## src/rtl/if_fetch_stage.sv

```systemverilog
// Instruction-fetch stage: owns the PC, issues in-order imem requests, buffers responses and
// presents a registered instruction to decode. Optional perf counters: define IF_PERF_CNT_EN.
module if_fetch_stage #(
   parameter logic [31:0] RESET_PC        = 32'h0000_0000,
   parameter int unsigned FIFO_DEPTH      = 2,
   parameter int unsigned MAX_OUTSTANDING = 2,
   parameter logic [31:0] NOP_INSTR       = 32'h0000_0013
) (
   input  logic        clk,
   input  logic        rst,
   output logic        imem_req,
   output logic [31:0] imem_addr,
   input  logic        imem_gnt,
   input  logic        imem_rvalid,
   input  logic [31:0] imem_rdata,
   input  logic        redirect_valid,
   input  logic [31:0] redirect_pc,
   input  logic        id_stall,
`ifdef IF_PERF_CNT_EN
   output logic [31:0] perf_fetch_cnt,
   output logic [31:0] perf_stall_cnt,
`endif
   output logic        IF_valid,
   output logic [31:0] IF_pc_out,
   output logic [31:0] IF_instr_out
);

   localparam int unsigned PTR_W = (FIFO_DEPTH > 1) ? $clog2(FIFO_DEPTH) : 1;
   localparam int unsigned CNT_W = $clog2(FIFO_DEPTH + 1);
   localparam int unsigned OUT_W = $clog2(MAX_OUTSTANDING + 1);

   typedef enum logic [1:0] {StBoot, StRun, StDrain} state_e;

   state_e             state_q, state_d;
   logic [31:0]        pc_q, pc_d;
   logic [31:0]        rsp_pc_q, rsp_pc_d;
   logic [31:0]        fifo_pc_q    [FIFO_DEPTH];
   logic [31:0]        fifo_instr_q [FIFO_DEPTH];
   logic [PTR_W-1:0]   wr_ptr_q, wr_ptr_d, rd_ptr_q, rd_ptr_d;
   logic [CNT_W-1:0]   count_q, count_d;
   logic [OUT_W-1:0]   outstanding_q, outstanding_d;
   logic [OUT_W-1:0]   discard_q, discard_d;
   logic               valid_d;
   logic [31:0]        pc_out_d, instr_out_d;

   logic               rsp_ok, gnt_ok, push, fifo_empty, avail, take, fifo_wr, fifo_rd;
   logic [31:0]        credit_used, head_pc, head_instr, redirect_target;

   assign redirect_target = redirect_pc & ~32'h3;
   assign imem_addr       = pc_q;
   assign credit_used     = 32'(outstanding_q) + 32'(count_q);

   always_comb begin
      imem_req = (state_q == StRun) && !redirect_valid && (credit_used < FIFO_DEPTH)
                 && (outstanding_q < OUT_W'(MAX_OUTSTANDING));
      // Responses with nothing outstanding are protocol errors and are ignored.
      rsp_ok     = imem_rvalid && (outstanding_q != '0);
      gnt_ok     = imem_req && imem_gnt;
      push       = rsp_ok && !redirect_valid && (discard_q == '0);
      fifo_empty = (count_q == '0);
      avail      = !fifo_empty || push;
      take       = !redirect_valid && !id_stall && avail;
      // With an empty buffer the arriving word bypasses straight into the output register.
      fifo_wr    = push && !(fifo_empty && take);
      fifo_rd    = take && !fifo_empty;
      head_pc    = fifo_empty ? rsp_pc_q : fifo_pc_q[rd_ptr_q];
      head_instr = fifo_empty ? imem_rdata : fifo_instr_q[rd_ptr_q];
   end

   always_comb begin
      pc_d          = pc_q;
      rsp_pc_d      = rsp_pc_q;
      wr_ptr_d      = wr_ptr_q;
      rd_ptr_d      = rd_ptr_q;
      count_d       = count_q;
      outstanding_d = outstanding_q;
      discard_d     = discard_q;
      if (redirect_valid) begin
         pc_d          = redirect_target;
         rsp_pc_d      = redirect_target;
         wr_ptr_d      = '0;
         rd_ptr_d      = '0;
         count_d       = '0;
         outstanding_d = outstanding_q - OUT_W'(rsp_ok);
         discard_d     = outstanding_q - OUT_W'(rsp_ok);
      end else begin
         if (gnt_ok) pc_d = pc_q + 32'd4;
         outstanding_d = outstanding_q + OUT_W'(gnt_ok) - OUT_W'(rsp_ok);
         if (rsp_ok && (discard_q != '0)) discard_d = discard_q - 1'b1;
         if (push) rsp_pc_d = rsp_pc_q + 32'd4;
         if (fifo_wr) wr_ptr_d = wr_ptr_q + 1'b1;
         if (fifo_rd) rd_ptr_d = rd_ptr_q + 1'b1;
         count_d = count_q + CNT_W'(fifo_wr) - CNT_W'(fifo_rd);
      end
   end

   always_comb begin
      state_d = state_q;
      unique case (state_q)
         StBoot:         state_d = StRun;
         StRun, StDrain: state_d = (discard_d != '0) ? StDrain : StRun;
         default:        state_d = StBoot;
      endcase
   end

   always_comb begin
      valid_d     = IF_valid;
      pc_out_d    = IF_pc_out;
      instr_out_d = IF_instr_out;
      if (redirect_valid) begin
         valid_d     = 1'b0;
         instr_out_d = NOP_INSTR;
      end else if (!id_stall) begin
         if (avail) begin
            valid_d     = 1'b1;
            pc_out_d    = head_pc;
            instr_out_d = head_instr;
         end else begin
            valid_d     = 1'b0;
            instr_out_d = NOP_INSTR;
         end
      end
   end

   always_ff @(posedge clk or posedge rst) begin
      if (rst) begin
         state_q       <= StBoot;
         pc_q          <= RESET_PC;
         rsp_pc_q      <= RESET_PC;
         wr_ptr_q      <= '0;
         rd_ptr_q      <= '0;
         count_q       <= '0;
         outstanding_q <= '0;
         discard_q     <= '0;
         IF_valid      <= 1'b0;
         IF_pc_out     <= 32'h0;
         IF_instr_out  <= NOP_INSTR;
      end else begin
         state_q       <= state_d;
         pc_q          <= pc_d;
         rsp_pc_q      <= rsp_pc_d;
         wr_ptr_q      <= wr_ptr_d;
         rd_ptr_q      <= rd_ptr_d;
         count_q       <= count_d;
         outstanding_q <= outstanding_d;
         discard_q     <= discard_d;
         IF_valid      <= valid_d;
         IF_pc_out     <= pc_out_d;
         IF_instr_out  <= instr_out_d;
      end
   end

   // Buffer storage needs no reset; occupancy is tracked by count_q.
   always_ff @(posedge clk) begin
      if (fifo_wr) begin
         fifo_pc_q[wr_ptr_q]    <= rsp_pc_q;
         fifo_instr_q[wr_ptr_q] <= imem_rdata;
      end
   end

`ifdef IF_PERF_CNT_EN
   always_ff @(posedge clk or posedge rst) begin
      if (rst) begin
         perf_fetch_cnt <= 32'h0;
         perf_stall_cnt <= 32'h0;
      end else begin
         if (take) perf_fetch_cnt <= perf_fetch_cnt + 32'd1;
         if (id_stall && IF_valid) perf_stall_cnt <= perf_stall_cnt + 32'd1;
      end
   end
`endif

   a_rvalid_without_outstanding: assert property (@(posedge clk) disable iff (rst)
      imem_rvalid |-> (outstanding_q != '0));
   a_gnt_without_req: assert property (@(posedge clk) disable iff (rst)
      imem_gnt |-> imem_req);

endmodule

```

## config.mk

```make
export PLATFORM = sky130hd
export DESIGN_NAME = if_fetch_stage
export DESIGN_NICKNAME = d
export VERILOG_FILES = /design/src/rtl/if_fetch_stage.sv
export SDC_FILE = /design/constraint.sdc
export NUM_CORES = 1
export LEC_CHECK = 0
export CORE_MARGIN = 1.5
export CORE_UTILIZATION = 54
export CTS_CLUSTER_DIAMETER = 150
export CTS_CLUSTER_SIZE = 30
export DETAILED_ROUTE_END_ITERATION = 7
export PLACE_DENSITY = 0.78
export SYNTH_ARGS = -nofsm -noshare
export SYNTH_HDL_FRONTEND = slang
export SYNTH_SLANG_ARGS = --single-unit
```

## constraint.sdc

```tcl
create_clock -name clk -period 5.5 [get_ports clk]
set_input_delay 0.55 -clock clk [delete_from_list [all_inputs] [get_ports clk]]
set_output_delay 0.55 -clock clk [all_outputs]
set_load 0.01 [all_outputs]
```

Word level (Yosys, flattened, before mapping). Memory sizes are Yosys's and may differ from the RTL's. Index checks and enable logic that the tools add are counted.

Add/subtract/negate cells: 11. Magnitude comparators: 2. Equality and inequality tests: 3. Muxes and demuxes: 24. Bitwise operators: 2. Reduce and logical (&&, ||, !) cells: 30.

Operator list (count): $mux 32 (9); $add 32x3->32 const B (2); $reduce_bool 2->1 (7); $logic_and 1x1->1 (13); $mux 2 (5); $mux 1 (9); $logic_not 2->1 (3); $sub 2x1->2 (3); $add 2x1->2 (2); $logic_not 1->1 (4); $pmux 2 s2 (1); $add 2x2->3 (1); $lt 3x2->1 const B (1); $reduce_and 3->1 (1); $add 1x1->1 const B (2); $eq 2x1->1 const B (1); $eq 2x2->1 const B (1); $lt 2x2->1 const B (1); $ne 2x2->1 const B (1); $not 1->1 (2); $reduce_or 2->1 (1); $sub 2x1->2 const B (1); $logic_or 1x1->1 (1).

Register bits: 139. RAM bits: 128. Output and inout bits: 98. Logic and storage cells: 85. Memories kept: 2.

Memories: fifo_instr_q (depth 2, bits a word 32, rd ports 1, clocked after Yosys merged registers in 0, wr ports 1, line 38) `logic [31:0] fifo_instr_q [FIFO_DEPTH];`; fifo_pc_q (depth 2, bits a word 32, rd ports 1, clocked after Yosys merged registers in 0, wr ports 1, line 37) `logic [31:0] fifo_pc_q [FIFO_DEPTH];`.

Longest topological paths before layout. Gate-level depths: netlist of run 1.

Word-level depth: 12. Gate-level depth with buffers: 12.

Least setup slack after synthesis of run 1. OpenSTA, ideal clock, no wires.

Kind: in2reg. Start point: in redirect_valid. End point: mem fifo_instr_q[0][0], enable pin. Library setup time: 0.482 ns. Arrival time: 3.892 ns. Data required time: 5.018 ns. Slack: 1.125 ns. Stages: 5. Path buffers: 2. Cells stage by stage: buf_2 -> clkbuf_1 -> nor3_1 -> inv_1 -> nor2_1.

Word-level cells in the longest chain between the ends: 10. Elaborated cells on any way between the ends: 11. Those cells by class: mux: 2; reduce/logical: 9.

Ends and longest elaborated chain: from (decl) (line 16) `input logic redirect_valid,`; $logic_not 1->1 * (line 59, 62); $logic_and 1x1->1 (2 in series) (line 59) `push = rsp_ok && !redirect_valid && (discard_q == '0);`; $logic_or 1x1->1 (line 61) `avail = !fifo_empty || push;`; $logic_and 1x1->1 (line 62) `take = !redirect_valid && !id_stall && avail;`; $logic_and 1x1->1 (line 64) `fifo_wr = push && !(fifo_empty && take);`; $logic_not 1->1 (line 64); $logic_and 1x1->1 * (line 64); $mux 1 * (line 155) `if (fifo_wr) begin`; $mux 1 (not written as such) * (line 157) `fifo_instr_q[wr_ptr_q] <= imem_rdata;`; to (decl) (line 38).

Mark *: on every way between the ends. The rest lies on a longest branch, timed or not.

Final worst setup path of run 1.
Start point: reg outstanding_q[0]. End point: reg outstanding_q[1].

Word-level cells in the longest chain between the ends: 8. Elaborated cells on any way between the ends: 12. Those cells by class: add/sub: 4; order compare: 2; mux: 1; reduce/logical: 5.

Ends and longest elaborated chain: from (decl) (line 41) `logic [OUT_W-1:0] outstanding_q, outstanding_d;`; from (signal assigned) (line 145) `outstanding_q <= outstanding_d;`; $add 2x2->3 (line 51) `assign credit_used = 32'(outstanding_q) + 32'(count_q);`; $lt 3x2->1 (line 54) `imem_req = (state_q == StRun) && !redirect_valid && (credit_used < FIFO_DEPTH)`; $logic_and 1x1->1 (line 54); $logic_and 1x1->1 (line 55) `&& (outstanding_q < OUT_W'(MAX_OUTSTANDING));`; $logic_and 1x1->1 (line 58) `gnt_ok = imem_req && imem_gnt;`; $add 2x1->2 (line 88) `outstanding_d = outstanding_q + OUT_W'(gnt_ok) - OUT_W'(rsp_ok);`; $sub 2x1->2 (line 88); $mux 2 * (line 78) `if (redirect_valid) begin`; net outstanding_d[1] (line 41).

Mark *: on every way through the listed nets, which the timed path passes. The rest lies on a longest branch. A chain may end at the register's enable or synchronous reset.

==> results.sh, run 1 <==
export IMPL_status="complete, no violations"
export IMPL_antenna_found_initial=1
export IMPL_reg2reg_from="outstanding_q[0]"
export IMPL_gp_congestion=0.860
export IMPL_die_area_mm2=0.0219
export IMPL_drtPass1Iterations=7
export IMPL_p_sw_mw=1.39
export IMPL_finalPower_mw=4.66
export IMPL_cts_resized=0
export IMPL_cts_tree="yes"
export IMPL_viasPerCell=5.75
export IMPL_ctsLongestPathBuffers=3
export IMPL_grt_pass1_wl_um=42000
export IMPL_grt_max_degree=100
export IMPL_critPathLaunch="outstanding_q[0]"
export IMPL_ir_worst_vdd_mv=0.240
export IMPL_initial_core_util_pct=55.5
export IMPL_hold_class="register to register"
export IMPL_critPathCapture="outstanding_q[1]"
export IMPL_power_share_combinational_pct=24.5
export IMPL_report_final_slew_viol_count=0
export IMPL_ioPinCount=168
export IMPL_maxCapViolations=0
export IMPL_fin_crit_sh_pct=66.1
export IMPL_mostFrequentLayoutCells="clkdlybuf4s50_1, dfrtp_1, edfxtp_1"
export IMPL_regToRegSetupSlack_ns=1.86
export IMPL_switching_share_pct=29.9
export IMPL_final_hold_violation_count=0
export IMPL_crit_type="register to register"
export IMPL_ys_flop_type="dfrtp_1"
export IMPL_routedWlPerCell_um=18.8
export IMPL_worstPathRequired_ns=5.93
export IMPL_synth_area_leaders="edfxtp_1, dfrtp_1, mux2i_1"
export IMPL_fin_cells=1395
export IMPL_cts_reportedPaths_clkPinSlew_ns=0.12
export IMPL_synthArstFlopShare_pct=51.8
export IMPL_p_per_area_mw_per_mm2=345
export IMPL_synth_edff_count=124
export IMPL_numCtsBuffers=12
export IMPL_dp_hpwl_um=17600
export IMPL_yosys_area_top_type="edfxtp_1"
export IMPL_grt_usage_pct=24.2
export IMPL_syn_cell_area_mm2=0.0113
export IMPL_rr_endpoint="outstanding_q[1]"
export IMPL_finalNetCount=1200
export IMPL_drt_iter0_markers=651
export IMPL_internal_power_mw=3.27
export IMPL_cts_root_buf="clkbuf_16"
export IMPL_clock_power_share_pct=22.6
export IMPL_crit_fanout=24
export IMPL_io_buffers=161
export IMPL_ys_warn_count=0
export IMPL_min_period_ns=3.64
export IMPL_synth_top_area_share_pct=32.8
export IMPL_vias=8021
export IMPL_htree_levels=1
export IMPL_core_mm2=0.0204
export IMPL_p_leak_nw=4.92
export IMPL_ys_seq_area_share_pct=62.2
export IMPL_synth_seq_cells=257
export IMPL_drc_errors=0
export IMPL_synth_avg_cell_area_um2=11.5
export IMPL_timing_fmax_mhz=275
export IMPL_antenna_left=0
export IMPL_final_common_cell="clkdlybuf4s50_1"
export IMPL_crit_arrival_ns=4.07
export IMPL_slew_headroom_pct=17.5
export IMPL_wirelength_um=26200
export IMPL_rsz0062_at_grt="no"
export IMPL_clock_skew_ns=0.0216
export IMPL_ys_types=62
export IMPL_worstMarginPinSlew_ns=1.23
export IMPL_gr_total_overflow=0
export IMPL_reg2reg_depth=10
export IMPL_setup_viol=0
export IMPL_cp_end_kind="register"
export IMPL_finalSetupTns_ns=0
export IMPL_fin_util_pct=66.2
export IMPL_core_rowCount=52
export IMPL_synthCells=986
export IMPL_die_width_um=148
export IMPL_cts_setup_buffers=0
export IMPL_cts_hold_buf=0
export IMPL_post_place_cells=1374
export IMPL_drive_above_1_share_pct=5.25
export IMPL_cts_sinks=257
export IMPL_fp_dieH_um=148
export IMPL_worst_setup_path_start_kind="register"
export IMPL_syn_to_final_growth_pct=19.1
export IMPL_insertion_delay_ns=0.50
export IMPL_grt_pass1_vias=7814
export IMPL_seqPwrFrac_pct=52.9
[routing by layer]
| metal | up-vias | track usage [%] | routed length [µm] |
|---|---|---|---|
| li1 | 3784 | - | - |
| met1 | 3899 | 34.1 | 11400 |
| met2 | 303 | 39.8 | 12500 |
| met3 | 35 | 3.40 | 1760 |
| met4 | 0 | 6.04 | 535 |
| met5 | - | 0 | 0 |
[sequential cells by signal (all words and copies together), names as in the netlist]
register / flops
fifo_instr_q: 64
fifo_pc_q: 60
IF_instr_out: 32
IF_pc_out: 30
imem_addr: 30
rsp_pc_q: 30
count_q: 2
discard_q: 2
outstanding_q: 2
state_q: 2
IF_valid: 1
rd_ptr_q: 1
wr_ptr_q: 1
[power groups by stage]
stage	sequential [mW]	clock, mW	combinational [mW]
6_report	2.46	1.05	1.14
5_1_grt	2.49	1.13	1.27
4_1_cts	2.46	1.07	1.15
3_5_place_dp	2.50	0	1.14
3_3_place_gp	2.49	0	1.10
2_1_floorplan	2.52	0	0.560
[cell usage after synthesis, types with 3 or more instances]
master,n
nor3_2,3
buf_4,5
nand3_1,27
o211ai_1,12
edfxtp_1,124
nor4_2,4
ha_1,11
buf_2,9
o311ai_0,9
or4_1,3
nor3_1,8
o31ai_1,3
nor2_1,94
nor4_4,3
o22a_1,3
xor2_1,23
mux2i_1,63
mux2_2,4
inv_1,20
buf_1,3
dfrtp_1,130
o21ai_0,92
or3_1,3
a21oi_1,74
nand4_1,17
nand2_1,121
and3_1,4
a31oi_1,4
or2_2,3
o21ai_1,9
dfstp_2,3
and2_1,4
xnor2_1,18
clkbuf_1,36
or4b_1,3
[worst min-delay path by stage]
stage | slack, ns | start | depth (start not counted) | to
after CTS | 0.49 | IF_instr_out[26] | 2 | IF_instr_out[26]
after global routing | 0.51 | IF_instr_out[21] | 2 | IF_instr_out[21]
after global placement | 0.46 | IF_instr_out[23] | 2 | IF_instr_out[23]
after detailed placement | 0.47 | IF_instr_out[17] | 2 | IF_instr_out[17]
after floorplan | 0.48 | rsp_pc_q[31] | 0 | fifo_pc_q[0][31]
final | 0.49 | IF_instr_out[21] | 2 | IF_instr_out[21]
[through the flow]
stage	hold WS [ns]	worst slack, ns	area, µm²
floorplan	0.483	1.13	11400
global placement	0.460	1.90	13100
detailed placement	0.469	1.83	13100
CTS	0.495	1.88	13500
global route	0.511	1.68	13500
finish	0.487	1.86	13500
[layout make-up]
class / instances / area, µm²
antenna: 1 / 2.50
clock buffer: 19 / 348
clock inverter: 1 / 16.3
fill: 1572 / 6910
inverter: 21 / 83.8
multi-input combinational: 657 / 4000
sequential: 257 / 7060
tap: 270 / 338
timing repair buffer: 169 / 1670
[worst max-delay path, cell delays in order, from the launching register on]
cell and delay (ns):
dfrtp_1 0.46, and2_1 0.20, fa_1 0.50, nor3_4 0.66, inv_1 0.59, ha_1 0.46, inv_1 0.04, ha_1 0.18
xnor2_1 0.12, o21ai_0 0.19, xor2_1 0.16
[logic make-up (layout without fill, tap and decap cells)]
logic type,Yosys count,after routing,share of synthesized area [%]
AOI/OAI and AO/OA,218,218,10.8
xor gates and xnor gates,41,41,3.17
adders and majority gates,12,12,1.39
buffers and inverters,75,210,2.81
DFF,257,257,62.2
muxes,67,67,5.96
other,1,5,0.0331
and+or+nand+nor,315,315,13.7
No activity file was read; power rests on OpenSTA's default activity.
==> run 2: changes to the inputs <==
--- a/config.mk
+++ b/config.mk
@@ -6,11 +6,11 @@
 export NUM_CORES = 1
 export LEC_CHECK = 0
 export CORE_MARGIN = 1.5
-export CORE_UTILIZATION = 54
+export CORE_UTILIZATION = 49
 export CTS_CLUSTER_DIAMETER = 150
 export CTS_CLUSTER_SIZE = 30
 export DETAILED_ROUTE_END_ITERATION = 7
-export PLACE_DENSITY = 0.78
+export PLACE_DENSITY = 0.74
 export SYNTH_ARGS = -nofsm -noshare
 export SYNTH_HDL_FRONTEND = slang
 export SYNTH_SLANG_ARGS = --single-unit
==> constraint.sdc (replaced) <==
create_clock -name clk -period 3.12 [get_ports clk]
set_input_delay 0.312 -clock clk [delete_from_list [all_inputs] [get_ports clk]]
set_output_delay 0.312 -clock clk [all_outputs]
set_load 0.01 [all_outputs]
==> run 2 against run 1 <==
  * First-iteration DRC count is 5.7% lower
  * Highest routed layer is now met5
  * Sequential power is 77% higher
  * Clock skew fell by 0.0039 ns
  * Worst setup slack got worse by 1.7 ns
  * Sequential cell count unchanged
  * Global-route usage down 2.4 points
  * Register-to-register slack worse by 1.3 ns
  * Die area rose by 10%
  * Total power grew 76%
==> results.sh, run 2 (synthesis gave the netlist of run 1 again) <==
export IMPL_fin_crit_sh_pct=94.8
export IMPL_clock_skew_ns=0.0177
export IMPL_die_width_um=155
export IMPL_gp_congestion=0.895
export IMPL_maxCapViolations=0
export IMPL_wirelength_um=25600
export IMPL_setup_viol=0
export IMPL_die_area_mm2=0.0241
export IMPL_rsz0062_at_grt="no"
export IMPL_finalSetupTns_ns=0
export IMPL_ioPinCount=168
export IMPL_status="complete, no violations"
export IMPL_hold_class="primary input to register"
export IMPL_min_from="redirect_valid"
export IMPL_largest_reg_flops=64
export IMPL_crit_type="register to output port"
export IMPL_crit_arrival_ns=2.64
export IMPL_dp_hpwl_um=17500
export IMPL_min_to="count_q[1]"
export IMPL_worst_setup_path_start_kind="register"
export IMPL_reg2reg_from="outstanding_q[0]"
export IMPL_cts_reportedPaths_clkPinSlew_ns=0.12
export IMPL_crit_fanout=6
export IMPL_post_place_cells=1399
export IMPL_drt_iter0_markers=614
export IMPL_whs_path_depth=2
export IMPL_numCtsBuffers=12
export IMPL_report_final_slew_viol_count=0
export IMPL_core_rowCount=55
export IMPL_top_register="fifo_instr_q"
export IMPL_min_period_ns=2.96
export IMPL_vias=7944
export IMPL_core_mm2=0.0227
export IMPL_drtPass1Iterations=5
export IMPL_reg2reg_depth=7
export IMPL_io_buffers=161
export IMPL_cts_tree="yes"
export IMPL_worstMarginPinSlew_ns=1.16
export IMPL_finalNetCount=1210
export IMPL_viasPerCell=5.60
export IMPL_cts_root_buf="clkbuf_16"
export IMPL_grt_usage_pct=21.7
export IMPL_p_per_area_mw_per_mm2=598
export IMPL_drive_above_1_share_pct=6.17
export IMPL_antenna_cells=0
export IMPL_antenna_found_initial=1
export IMPL_final_common_cell="clkdlybuf4s50_1"
export IMPL_reg_largest_list="fifo_instr_q (64), fifo_pc_q (60), IF_instr_out (32)"
export IMPL_grt_pass1_wl_um=41600
export IMPL_syn_to_final_growth_pct=20.5
export IMPL_worstPathRequired_ns=2.81
export IMPL_ctsLongestPathBuffers=3
export IMPL_ir_worst_vdd_mv=0.320
export IMPL_regToRegSetupSlack_ns=0.57
export IMPL_drc_errors=0
export IMPL_mostFrequentLayoutCells="clkdlybuf4s50_1, dfrtp_1, edfxtp_1"
export IMPL_slew_headroom_pct=22.8
export IMPL_htree_levels=1
export IMPL_fin_cells=1419
export IMPL_p_leak_nw=4.98
export IMPL_cp_end_kind="output port"
export IMPL_grt_pass1_vias=7858
export IMPL_fin_util_pct=60.2
export IMPL_initial_core_util_pct=50.0
export IMPL_final_hold_violation_count=0
export IMPL_cts_hold_buf=0
export IMPL_insertion_delay_ns=0.48
export IMPL_routedWlPerCell_um=18.0
export IMPL_rr_endpoint="imem_addr[29]"
export IMPL_cts_sinks=257
export IMPL_timing_fmax_mhz=338
export IMPL_finalPower_mw=8.18
export IMPL_antenna_left=0
export IMPL_gr_total_overflow=0
export IMPL_fp_dieH_um=155
export IMPL_grt_max_degree=94
-- run 2: cell type report --
type                    instances  area, µm²
clock buffers                  19        348
clock inverters                 1       16.3
fillers                      1862       9040
inverters                      21       82.6
multi-input cells             657       4010
flip-flops and latches        257       7060
well taps                     285        357
repair buffers                179       1800
-- run 2: per-stage QoR --
step | hold slack [ns] | worst slack (ns) | instance area (µm²)
floorplan | 0.411 | 0.405 | 11400
global placement | 0.460 | 0.574 | 13300
detailed placement | 0.469 | 0.612 | 13300
CTS | 0.135 | 0.0549 | 13700
global route | 0.145 | 0.0312 | 13700
finish | 0.134 | 0.164 | 13700
-- run 2: power by group --
group | internal [mW] | total (mW) | switching [mW]
Clock | 0.793 | 1.83 | 1.04
Combinational | 1.01 | 1.99 | 0.987
Sequential | 3.98 | 4.36 | 0.382
-- run 2: worst max-delay path by stage --
stage	depth (start not counted)	from	end
4_1_cts	6	outstanding_q[0]	imem_req
6_report	6	outstanding_q[0]	imem_req
3_5_place_dp	6	outstanding_q[0]	imem_req
5_1_grt	6	outstanding_q[0]	imem_req
3_3_place_gp	6	outstanding_q[0]	imem_req
2_1_floorplan	11	outstanding_q[0]	outstanding_q[1]
-- run 2: critical path, cell delays in order (launching register included) --
cell             delay, ns
dfrtp_1               0.47
and2_1                0.20
fa_1                  0.50
nor2_1                0.13
nand2_1               0.07
nor3_2                0.20
clkdlybuf4s50_1       0.60
-- run 2: repair_timing --
action | CTS | global route
setup buffers | 0 | 0
gates resized for setup | 0 | 1
setup endpoints to repair | 0 | 1
-- run 2: per-layer routing --
metal	GRT usage (%)	share of wire, %	up-vias
met3	3.18	6.5	36
met4	5.17	1.8	2
li1	-	-	3807
met2	36.8	48	266
met5	0	0.051	-
met1	29.7	44	3833
